`config.mk`:
```
export PLATFORM = sky130hd
export DESIGN_NAME = vga_timing_ctrl
export DESIGN_NICKNAME = d
export VERILOG_FILES = /design/src/rtl/vga_timing_pkg.sv /design/src/rtl/vga_axis_counter.sv /design/src/rtl/vga_timing_ctrl.sv
export SDC_FILE = /design/constraint.sdc
export NUM_CORES = 1
export LEC_CHECK = 0
export CORE_MARGIN = 10
export CORE_UTILIZATION = 45
export CTS_BUF_LIST = sky130_fd_sc_hd__clkbuf_4 sky130_fd_sc_hd__clkbuf_8
export DETAILED_ROUTE_END_ITERATION = 8
export GPL_ROUTABILITY_DRIVEN = 0
export GPL_TIMING_DRIVEN = 1
export MAX_ROUTING_LAYER = met4
export PLACE_DENSITY = 0.81
export SLEW_MARGIN = 20
export SYNTH_ARGS = -nofsm -noshare
export SYNTH_HDL_FRONTEND = slang
export SYNTH_SLANG_ARGS = --single-unit
```
`constraint.sdc`:
```
create_clock -name clk_25 -period 3.3 [get_ports clk_25]
set_input_delay 0.495 -clock clk_25 [delete_from_list [all_inputs] [get_ports clk_25]]
set_output_delay 0.495 -clock clk_25 [all_outputs]
set_load 0.01 [all_outputs]
```
`src/rtl/vga_timing_pkg.sv`:
```
// Shared timing constants, FSM state encoding and helpers for the VGA timing
// controller and its per-axis counters.
package vga_timing_pkg;

    // Coordinate width; both axis totals must fit (<= 1024).
    localparam int unsigned COORD_W = 10;

    // Default 640x480@60 timing (pixels / lines).
    localparam int unsigned DEF_H_ACTIVE = 640;
    localparam int unsigned DEF_H_FP     = 16;
    localparam int unsigned DEF_H_SYNC   = 96;
    localparam int unsigned DEF_H_BP     = 48;
    localparam int unsigned DEF_V_ACTIVE = 480;
    localparam int unsigned DEF_V_FP     = 10;
    localparam int unsigned DEF_V_SYNC   = 2;
    localparam int unsigned DEF_V_BP     = 33;
    localparam bit          DEF_SYNC_POL = 1'b0;

    typedef enum logic [1:0] {
        IDLE  = 2'd0,
        RUN   = 2'd1,
        DRAIN = 2'd2
    } vga_state_e;

    // Total period of one axis: ACTIVE, FP, SYNC, BP phases back to back.
    function automatic int unsigned axis_total(input int unsigned active,
                                               input int unsigned fp,
                                               input int unsigned sync,
                                               input int unsigned bp);
        return active + fp + sync + bp;
    endfunction

    function automatic int unsigned h_total();
        return axis_total(DEF_H_ACTIVE, DEF_H_FP, DEF_H_SYNC, DEF_H_BP);
    endfunction

    function automatic int unsigned v_total();
        return axis_total(DEF_V_ACTIVE, DEF_V_FP, DEF_V_SYNC, DEF_V_BP);
    endfunction

endpackage

```
`src/rtl/vga_axis_counter.sv`:
```
// Next-count logic and phase decode for one timing axis.
// Ports:
//   cnt        current count (held in the parent's output register)
//   step       advance by one this cycle
//   clear      force the next count to 0 (wins over step)
//   cnt_next_c next count, wraps TOTAL-1 -> 0
//   wrap_c     this step wraps the axis
//   in_active_c / in_sync_c  phase decode of the next count, so registered
//              outputs line up with the registered count
module vga_axis_counter
    import vga_timing_pkg::*;
#(
    parameter int unsigned ACTIVE = DEF_H_ACTIVE,
    parameter int unsigned FP     = DEF_H_FP,
    parameter int unsigned SYNC   = DEF_H_SYNC,
    parameter int unsigned BP     = DEF_H_BP
) (
    input  logic [COORD_W-1:0] cnt,
    input  logic               step,
    input  logic               clear,
    output logic [COORD_W-1:0] cnt_next_c,
    output logic               wrap_c,
    output logic               in_active_c,
    output logic               in_sync_c
);

    localparam int unsigned TOTAL = axis_total(ACTIVE, FP, SYNC, BP);

    localparam logic [COORD_W-1:0] LAST       = COORD_W'(TOTAL - 1);
    localparam logic [COORD_W-1:0] ACTIVE_END = COORD_W'(ACTIVE);
    localparam logic [COORD_W-1:0] SYNC_START = COORD_W'(ACTIVE + FP);
    localparam logic [COORD_W-1:0] SYNC_END   = COORD_W'(ACTIVE + FP + SYNC);

    logic is_last;

    // Count sequencing and decode of the resulting position.
    always_comb begin
        is_last    = (cnt == LAST);
        wrap_c     = 1'b0;
        cnt_next_c = cnt;
        if (clear) begin
            cnt_next_c = '0;
        end else if (step) begin
            wrap_c     = is_last;
            cnt_next_c = is_last ? '0 : cnt + COORD_W'(1);
        end
        in_active_c = (cnt_next_c < ACTIVE_END);
        in_sync_c   = (cnt_next_c >= SYNC_START) && (cnt_next_c < SYNC_END);
    end

endmodule

```
`src/rtl/vga_timing_ctrl.sv`:
```
// Frame-level VGA timing controller: run/drain FSM, h/v position counters and
// registered sync / display-enable / strobe outputs, all aligned to x/y.
// Ports:
//   clk_25, reset_n (synchronous, active-low), en (run request)
//   h_sync, v_sync   sync outputs, asserted level SYNC_POL
//   de               display enable for visible pixels
//   x, y             current horizontal / vertical count
//   line_start       pulse at x==0 while running
//   frame_start      pulse at x==0, y==0 while running
//   vblank           running and y in vertical blanking
//   running          controller in RUN or DRAIN
module vga_timing_ctrl
    import vga_timing_pkg::*;
#(
    parameter int unsigned H_ACTIVE = DEF_H_ACTIVE,
    parameter int unsigned H_FP     = DEF_H_FP,
    parameter int unsigned H_SYNC   = DEF_H_SYNC,
    parameter int unsigned H_BP     = DEF_H_BP,
    parameter int unsigned V_ACTIVE = DEF_V_ACTIVE,
    parameter int unsigned V_FP     = DEF_V_FP,
    parameter int unsigned V_SYNC   = DEF_V_SYNC,
    parameter int unsigned V_BP     = DEF_V_BP,
    parameter bit          SYNC_POL = DEF_SYNC_POL
) (
    input  logic               clk_25,
    input  logic               reset_n,
    input  logic               en,
    output logic               h_sync,
    output logic               v_sync,
    output logic               de,
    output logic [COORD_W-1:0] x,
    output logic [COORD_W-1:0] y,
    output logic               line_start,
    output logic               frame_start,
    output logic               vblank,
    output logic               running
);

    localparam int unsigned H_TOTAL = axis_total(H_ACTIVE, H_FP, H_SYNC, H_BP);
    localparam int unsigned V_TOTAL = axis_total(V_ACTIVE, V_FP, V_SYNC, V_BP);

    localparam logic [COORD_W-1:0] H_LAST = COORD_W'(H_TOTAL - 1);
    localparam logic [COORD_W-1:0] V_LAST = COORD_W'(V_TOTAL - 1);

    vga_state_e state_q, state_d;

    logic               run_q, run_d;
    logic               frame_end;
    logic [COORD_W-1:0] h_next, v_next;
    logic               h_wrap, h_in_active, h_in_sync;
    logic               v_wrap_unused, v_in_active, v_in_sync;

    assign run_q     = (state_q != IDLE);
    assign run_d     = (state_d != IDLE);
    assign frame_end = run_q && (x == H_LAST) && (y == V_LAST);

    // Next-state logic; DRAIN only leaves for IDLE on the last pixel of a frame.
    always_comb begin
        state_d = state_q;
        unique case (state_q)
            IDLE:    if (en) state_d = RUN;
            RUN:     if (!en) state_d = DRAIN;
            DRAIN: begin
                if (frame_end)  state_d = IDLE;
                else if (en)    state_d = RUN;
            end
            default: state_d = IDLE;
        endcase
    end

    // Counters are cleared whenever the next state is IDLE so stop lands on (0,0).
    vga_axis_counter #(
        .ACTIVE (H_ACTIVE),
        .FP     (H_FP),
        .SYNC   (H_SYNC),
        .BP     (H_BP)
    ) u_h_axis (
        .cnt         (x),
        .step        (run_q),
        .clear       (!run_d),
        .cnt_next_c  (h_next),
        .wrap_c      (h_wrap),
        .in_active_c (h_in_active),
        .in_sync_c   (h_in_sync)
    );

    vga_axis_counter #(
        .ACTIVE (V_ACTIVE),
        .FP     (V_FP),
        .SYNC   (V_SYNC),
        .BP     (V_BP)
    ) u_v_axis (
        .cnt         (y),
        .step        (h_wrap),
        .clear       (!run_d),
        .cnt_next_c  (v_next),
        .wrap_c      (v_wrap_unused),
        .in_active_c (v_in_active),
        .in_sync_c   (v_in_sync)
    );

    // State and output registers, all loaded from the next position.
    always_ff @(posedge clk_25) begin
        if (!reset_n) begin
            state_q     <= IDLE;
            x           <= '0;
            y           <= '0;
            h_sync      <= ~SYNC_POL;
            v_sync      <= ~SYNC_POL;
            de          <= 1'b0;
            line_start  <= 1'b0;
            frame_start <= 1'b0;
            vblank      <= 1'b0;
            running     <= 1'b0;
        end else begin
            state_q     <= state_d;
            x           <= h_next;
            y           <= v_next;
            h_sync      <= (run_d && h_in_sync) ? SYNC_POL : ~SYNC_POL;
            v_sync      <= (run_d && v_in_sync) ? SYNC_POL : ~SYNC_POL;
            de          <= run_d && h_in_active && v_in_active;
            line_start  <= run_d && (h_next == '0);
            frame_start <= run_d && (h_next == '0) && (v_next == '0);
            vblank      <= run_d && !v_in_active;
            running     <= run_d;
        end
    end

endmodule

```
Word level (Yosys, flattened, before mapping)
Cells that the tools add are included.

Input port bits: 3. Flip-flop bits (word level): 29. Output and inout bits: 27. Logic and storage cells: 53.

Magnitude comparators: 6. Mux-type cells: 14. Add/subtract/negate cells: 2. Reductions and logical operators: 17. Equality and inequality tests: 4.

Operators by type and width (number): $mux W10 (6); $add A10 B1 Y10 const B (2); $eq A10 B10 Y1 const B (2); $logic_not A10 Y1 (2); $lt A10 B10 Y1 const B (2); $lt A10 B9 Y1 const B (2); $logic_and A1 B1 Y1 (11); $ge A10 B10 Y1 const B (1); $ge A10 B9 Y1 const B (1); $mux W2 (3); $pmux W2 S3 (1); $mux W1 (4); $reduce_bool A2 Y1 (2); $eq A2 B1 Y1 const B (1); $eq A2 B2 Y1 const B (1); $logic_not A2 Y1 (1); $logic_not A1 Y1 (1).

Logic depth before layout (Yosys ltp)
Gate-level depths: netlist of run 1.

Word-level depth: 13. Gate-level depth with buffers: 8. Depth with buffers taken out: 8.

By module
From an unflattened synthesis of run 1, not the netlist that was laid out.

Cells, all modules: 202. Area, all modules: 1800.5 um^2.

Modules (own cells, without submodules): vga_timing_ctrl (instances 1, seq. area each 580.6 um^2, area an instance 965.9 um^2, cells each 87); vga_axis_counter (u_v_axis) (instances 1, seq. area each 0.0 um^2, area an instance 441.7 um^2, cells each 62); vga_axis_counter (u_h_axis) (instances 1, seq. area each 0.0 um^2, area an instance 392.9 um^2, cells each 53).

Worst setup path before layout of run 1
Ideal clock, no wire load.

Kind: register to register. From: reg x[1]. To: reg de. Data required time: 3185 ps. Buffers on the path: 1. Arrival: 2201 ps. Cell stages (with the launch flop): 9. Setup time: 115 ps. Setup slack: 984 ps. Clock period less this slack: 2316 ps. Cells stage by stage: dfxtp_1 > ha_1 > clkbuf_1 > nand3_1 > or3_4 > nor3_2 > xnor2_1 > nor4_4 > a2111oi_0.

Word-level cells in the longest chain between the ends: 11. Elaborated cells between the ends (all ways): 18. Those cells by class: add/sub (1); order compare (2); eq/ne (1); mux (9); reduce/logical (5).

Ends and longest elaborated chain: start, declared (line vga_timing_ctrl.sv:31) `output logic [COORD_W-1:0] x,`; start signal, assigned (line vga_timing_ctrl.sv:117) `x <= h_next;`; $eq A10 B10 Y1 (line vga_axis_counter.sv:38, vga_timing_ctrl.sv:55); $logic_and A1 B1 Y1 (2 in a row) (line vga_timing_ctrl.sv:55) `assign frame_end = run_q && (x == H_LAST) && (y == V_LAST);`; $mux W2 (line vga_timing_ctrl.sv:64) `if (frame_end) state_d = IDLE;`; $pmux W2 S3 (line vga_timing_ctrl.sv:60) `unique case (state_q)`; $reduce_bool A2 Y1 (line vga_timing_ctrl.sv:54) `assign run_d = (state_d != IDLE);`; $mux W1 (line vga_axis_counter.sv:41) `if (clear) begin`; $mux W10 (line vga_axis_counter.sv:43) `end else if (step) begin`; $mux W10 (line vga_axis_counter.sv:41); $lt A10 B9 Y1 (line vga_axis_counter.sv:47) `in_active_c = (cnt_next_c < ACTIVE_END);`; $logic_and A1 B1 Y1 * (line vga_timing_ctrl.sv:121) `de <= run_d && h_in_active && v_in_active;`; end signal, assigned (line vga_timing_ctrl.sv:121); end, declared (line vga_timing_ctrl.sv:30) `output logic de,`.

Every way passes the cells marked *; elsewhere a longest branch is shown, timed or not. A chain may end at the register's enable or synchronous reset.

Final worst setup path of run 1
From: reg x[1]. To: reg frame_start.

Word-level cells in the longest chain between the ends: 11. Elaborated cells between the ends (all ways): 18. Those cells by class: add/sub (1); eq/ne (1); mux (9); reduce/logical (7).

Ends and longest elaborated chain: $eq A10 B10 Y1 (line vga_axis_counter.sv:38, vga_timing_ctrl.sv:55); $logic_and A1 B1 Y1 (2 in a row) (line vga_timing_ctrl.sv:55); $mux W2 (line vga_timing_ctrl.sv:64); $pmux W2 S3 (line vga_timing_ctrl.sv:60); $reduce_bool A2 Y1 (line vga_timing_ctrl.sv:54); $mux W1 (line vga_axis_counter.sv:41); $mux W10 (line vga_axis_counter.sv:43); $mux W10 (line vga_axis_counter.sv:41); $logic_not A10 Y1 (line vga_timing_ctrl.sv:123) `frame_start <= run_d && (h_next == '0) && (v_next == '0);`; $logic_and A1 B1 Y1 * (line vga_timing_ctrl.sv:123); end signal, assigned (line vga_timing_ctrl.sv:123); end, declared (line vga_timing_ctrl.sv:34) `output logic frame_start,`.

Marked as above.

==> impl_metrics.toml, run 1 <==
[run_status]
status = "completed"

[floorplanning]
core_um2 = 3744
die_h_um = 82.86
rows = 22
initial_core_util_pct = 47.49
pin_count = 30
dieArea_um2 = 6865
die_w_um = 82.86

[pwr]
p_clk_share_pct = 51.5
p_int_uw = 679.2
net-switching-power_uw = 177.5
seqPwrFrac_pct = 42.4
p_total_uw = 856.7
p_leak_uw = 0.0007686
swShare_pct = 20.72
pwr-share-comb_pct = 6.1
p_per_area_nw_per_um2 = 390.8
ir_drop_uv = 280.1

[cells_and_area]
area_delta_synth_final_pct = 23.29
fin_nets = 238
instances_no_fill = 281
final_layout_size_suffix_gt1_share_pct = 8.155
fill_cells = 350
num_antenna_cells = 0
final_core_util_pct = 58.56

[global_routing]
gr-total-overflow = 0
grt_max_degree = 14
grt_pass1_vias = 1560
antenna_found_initial = 0
grt_pass1_wl_mm = 7.741
grtUsageTotal_pct = 13.46

[clock_network]
tritoncts = "built"
ctsLongestPathBuffers = 2
holdBufCountCts = 0
clockRootBuffer = "clkbuf_8"
cts_resized = 0
htreeDepth = 2
postCtsSetupBuffers = 0
cts_buffers = 5
cts_sinks = 29
clkTransAtPathRegs_ps = 70
clkLatencyLatePin_ps = 290

[routing]
wl_mm = 4.472
viasPerCell = 5.929
num_vias = 1666
first_pass_iters = 4
drc_errors = 0
wl_per_cell_um = 15.91
drtIter0Drc = 119
antenna_left = 0

[place]
dp_cells = 273
port_buffers = 29
dpl.hpwl_mm = 3.324

[yosys]
syn_area_per_cell_um2 = 8.507
yosysTopAreaCell = "dfxtp_1"
synth.distinct_cells = 52
synth-seq-area-share_pct = 32.65
synthArstFlopShare_pct = 0
synthCells = 209
synth_top_area_share_pct = 32.65
syn_nets = 215
ys_top_cells_by_area = "dfxtp_1 (33%), nor2_1 (6.1%), xor2_1 (5.9%), nand4_1 (4.6%), nor4_4 (3.6%)"
syn-cell-area_um2 = 1778
synth-edff-count = 0
synthFlopType = "dfxtp_1"
ys_warn_count = 0
ys_seq_elements = 29

[timing]
drv_slew = 0
post-route-period-util_pct = 75.85
rsz0062_at_grt = "false"
hold_viol = 0
max_freq_ghz = 0.3995
min_period_ps = 2503
finalHoldWorstSlack_ps = 583.1
setup-violations-final = 0
tightest_slew_ps = 635.6
fin_tns_setup_ps = 0
skew_ps = 5.390
relSlewSlack_pct = 57.03

[setup_path]
path_class = "reg2reg"
worstPathArrival_ps = 2670
crit_fanout = 9
startpoint_type = "flip-flop"
cp.required_ps = 3470
cp-end-kind = "flip-flop"

[hold_path]
holdCritPathClass = "reg2reg"

[job]
max_cap_violations = 0
-- state kept, by name, indices dropped and copies added, names as in the netlist --
register,count
de,1
frame_start,1
vblank,1
h_sync,1
y,10
x,10
v_sync,1
line_start,1
state_q,2
running,1
-- power groups by stage --
stage | clock, uW | combinational (uW) | sequential [uW]
after floorplan | 0 | 31.1 | 370
after global placement | 0 | 52.9 | 370
after detailed placement | 0 | 52.8 | 371
after CTS | 449 | 52.9 | 363
after global routing | 466 | 58.1 | 364
final | 441 | 52.2 | 363
-- cells in the mapped netlist (2+ instances only) --
master and n:
dfxtp_1 29, nor2_1 29, nand4_1 13, xor2_1 12
nand3_1 11, nand2_1 9, a21oi_1 8, inv_1 7
xnor2_1 7, clkbuf_1 6, buf_2 5, o21ai_0 4
a31oi_1 3, and3_1 3, ha_1 3, nor3_1 3
nor3_2 3, nor3b_1 3, nor4_4 3, o211ai_1 3
o21a_1 3, o21ai_1 3, o31ai_1 3, and2_1 2
and4_1 2, buf_6 2, mux2i_1 2, nor2b_1 2
o22ai_1 2, or2_1 2
-- routing by layer --
layer | GRT usage (%) | routed length (um) | up-vias
li1 | - | - | 817
met1 | 18.13 | 2095 | 770
met2 | 17.18 | 1932 | 65
met3 | 3.223 | 300 | 14
met4 | 8.615 | 143 | 0
met5 | - | 0 | -
-- worst paths after layout --
path                            startpoint           to  slack (ps)  cells past startpoint
worst min-delay path                  x[0]         x[0]         580                      2
worst max register to register        x[1]  frame_start         800                      7
worst min register to register        x[0]         x[0]         580                      2
worst max-delay path                  x[1]  frame_start         800                      7
-- layout make-up --
cell class              count  area [um2]  area share (%)
clock buffers               5       68.82           3.139
multi-input cells         160        1101           50.23
clock inverters             3       65.06           2.968
repair buffers             29       290.3           13.24
flip-flops and latches     29       580.6           26.48
inverters                   7       26.28           1.199
well taps                  48       60.06           2.740
-- stage by stage --
step | setup WS (ps) | area, um2
final | 796.9 | 2192
after global routing | 509.7 | 2192
after CTS | 828.6 | 2192
after detailed placement | 824.7 | 2058
after global placement | 879.9 | 2058
after floorplan | 984.2 | 1778
-- layout by cell type, fill, tap and decap left out, types with 3 or more instances in the layout --
| cell type | count |
|---|---|
| a21oi_1 | 8 |
| a31oi_1 | 3 |
| and3_1 | 3 |
| clkbuf_8 | 5 |
| clkdlybuf4s50_1 | 29 |
| dfxtp_1 | 29 |
| ha_1 | 3 |
| inv_1 | 7 |
| nand2_1 | 9 |
| nand3_1 | 11 |
| nand4_1 | 13 |
| nor2_1 | 29 |
| nor3_1 | 3 |
| nor3_2 | 3 |
| nor3b_1 | 3 |
| nor4_4 | 3 |
| o211ai_1 | 3 |
| o21a_1 | 3 |
| o21ai_0 | 4 |
| o21ai_1 | 3 |
| o31ai_1 | 3 |
| xnor2_1 | 7 |
| xor2_1 | 12 |
-- worst max-delay path, stage by stage (launching register included) --
cell and delay, ps:
dfxtp_1 450, ha_1 380, nand3_1 160, or3_4 460, o211ai_1 520, o21bai_1 210, nor4_2 60, nor4b_4 150
-- cells by family (layout without fill, tap and decap cells) --
| logic type | count (synthesis) | in the layout | synth area share [%] |
|---|---|---|---|
| buffers and inverters | 20 | 44 | 5.419 |
| XOR/XNOR | 19 | 19 | 9.360 |
| AND/OR/NAND/NOR | 95 | 95 | 33.36 |
| adder cells (fa/ha/maj) | 3 | 3 | 2.111 |
| flip-flops | 29 | 29 | 32.65 |
| multiplexers | 2 | 2 | 1.126 |
| AO/OA/AOI/OAI | 41 | 41 | 15.98 |
(Power assumes the default switching activity.)
==> run 2: changes to the inputs <==
--- a/config.mk
+++ b/config.mk
@@ -12,7 +12,7 @@
 export GPL_ROUTABILITY_DRIVEN = 0
 export GPL_TIMING_DRIVEN = 1
 export MAX_ROUTING_LAYER = met4
-export PLACE_DENSITY = 0.81
+export PLACE_DENSITY = 0.84
 export SLEW_MARGIN = 20
 export SYNTH_ARGS = -nofsm -noshare
 export SYNTH_HDL_FRONTEND = slang
==> constraint.sdc (replaced) <==
create_clock -name clk_25 -period 2.3 [get_ports clk_25]
set_input_delay 0.345 -clock clk_25 [delete_from_list [all_inputs] [get_ports clk_25]]
set_output_delay 0.345 -clock clk_25 [all_outputs]
set_load 0.01 [all_outputs]
==> impl_metrics.toml, run 2 (synthesis results as in run 1) <==
[timing]
skew_ps = 5.553
hold_viol = 0
setup-violations-final = 0
post-route-period-util_pct = 92.81
tightest_slew_ps = 421.3
drv_slew = 0
max_freq_ghz = 0.4685
min_period_ps = 2135
rsz0062_at_grt = "false"
fin_tns_setup_ps = 0
relSlewSlack_pct = 71.84

[floorplanning]
dieArea_um2 = 6865
die_w_um = 82.86
pin_count = 30
rows = 22
core_um2 = 3744
initial_core_util_pct = 47.49
die_h_um = 82.86

[pwr]
ir_drop_uv = 320.3
p_leak_uw = 0.0009071
p_per_area_nw_per_um2 = 453.1

[setup_path]
slowest_stage = "or3b_1"
crit_fanout = 5
startpoint_type = "flip-flop"
reg2reg_from = "x[5]"
critPathMaxStageDelay_ps = 440
r2r_slack_ps = 170
cp_top_family = "simple AND/OR/NAND/NOR gates"
crit_chain = "or2_1 > buf_4 > o21ai_1 > a21oi_1 > or3b_1 > nor4_2 > nor4b_4"
rr_endpoint = "frame_start"
cp.required_ps = 2500
reg2reg_depth = 7
cp_num_buf_inv = 1
worstPathArrival_ps = 2340
path_class = "reg2reg"
cp-end-kind = "flip-flop"

[cells_and_area]
area_delta_synth_final_pct = 33.78
multi_input_area_um2 = 1130
seq_area_um2 = 583.1
largest_registers = "x x10, y x10, state_q x2"
num_antenna_cells = 0
fill_cells = 330
layout_common_cells = "nor2_1 (29), clkdlybuf4s50_1 (29), dfxtp_1 (27)"
fin_nets = 263
final_core_util_pct = 63.54
final_layout_size_suffix_gt1_share_pct = 18.99

[place]
port_buffers = 29
dpl.hpwl_mm = 3.679

[global_routing]
gr-total-overflow = 0
grt_pass1_vias = 1727
grt_pass1_wl_mm = 8.252
grt_max_degree = 13
antenna_found_initial = 0
grtUsageTotal_pct = 14.27

[routing]
drtIter0Drc = 161
antenna_left = 0
viasPerCell = 5.987
num_vias = 1832
wl_per_cell_um = 16.33
wl_mm = 4.997
first_pass_iters = 4
drc_errors = 0

[clock_network]
cts_sinks = 29
clkTransAtPathRegs_ps = 60
htreeDepth = 2
cts_buffers = 5
clockRootBuffer = "clkbuf_8"
tritoncts = "built"
ctsLongestPathBuffers = 2
clkLatencyLatePin_ps = 280

[run_status]
status = "completed"

[hold_path]
hp-start = "state_q[1]"
holdCritPathClass = "reg2reg"
hold_path_end = "state_q[0]"
holdPathStages = 2

[job]
max_cap_violations = 0
## run 2: changes by cell type in the layout (fill, tap and decap cells not counted)
cell       previous run  this run
clkbuf_8              5         7
dfxtp_1              29        27
a2111oi_0             1         0
buf_4                 0        25
a2111oi_2             0         1
nor4b_2               0         1
xor2_2                0         1
dfxtp_2               0         2
nand4b_2              1         0
nor4b_1               1         0
bufinv_16             2         0
nand4b_4              0         1
xor2_1               12        11
## run 2: metal layers
metal,GRT usage (%),routed length [um],vias up
li1,-,-,866
met1,17.38,2127,839
met2,20.74,2205,111
met3,4.199,517,16
met4,7.385,146,0
met5,-,0,-
## run 2: area by class of cell
type	instances	share of cell area, %
Clock buffer	7	4.051
Clock inverter	1	0.2104
Inverter	7	1.105
Multi-Input combinational cell	160	47.50
Sequential cell	29	24.51
Tap cell	48	2.525
Timing Repair Buffer	54	20.09
## run 2: how the worst max path moves through the flow
stage,start,to,slack [ps],cells after the start
detailed placement,x[3],de,20,6
floorplan,x[1],de,80,8
CTS,x[4],de,50,6
global route,x[4],frame_start,40,7
finish,x[5],frame_start,170,7
global placement,x[4],frame_start,120,7
## run 2: per-stage QoR
stage               instances  setup slack, ps  total power (uW)  instance area [um2]  hold slack [ps]
floorplan                 209            81.70             575.5                 1779            421.1
global placement          296            119.4             621.8                 2231            583.0
detailed placement        296            19.17             624.0                 2231            606.3
CTS                       304            50.38              1087                 2349            628.0
global route              306            40.52              1119                 2379            667.5
finish                    306            165.4              1078                 2379            628.2
## run 2: repair_timing
action | CTS | global route
endpoints found under the hold margin | 0 | 0
hold buffers | 0 | 0
endpoints found under the setup margin | 1 | 3
setup buffers | 0 | 2
pin swaps | 0 | 1
gates resized for setup | 4 | 3
## run 2: report_power, final
| part | switching [uW] | total [uW] | internal (uW) | leakage (uW) |
|---|---|---|---|---|
| registers | 4.95 | 516 | 511 | 0.000236 |
| clock network | 193 | 463 | 270 | 0.0000542 |
| logic | 51.5 | 98.3 | 46.8 | 0.000617 |
| total | 250 | 1080 | 828 | 0.000907 |
## run 2: worst register-to-register path: cells and delay by family, from the launching register on
family | cells | cell delay [ps]
simple gates | 4 | 1300
compound gates | 2 | 240
flops | 1 | 310
buf+inv | 1 | 210
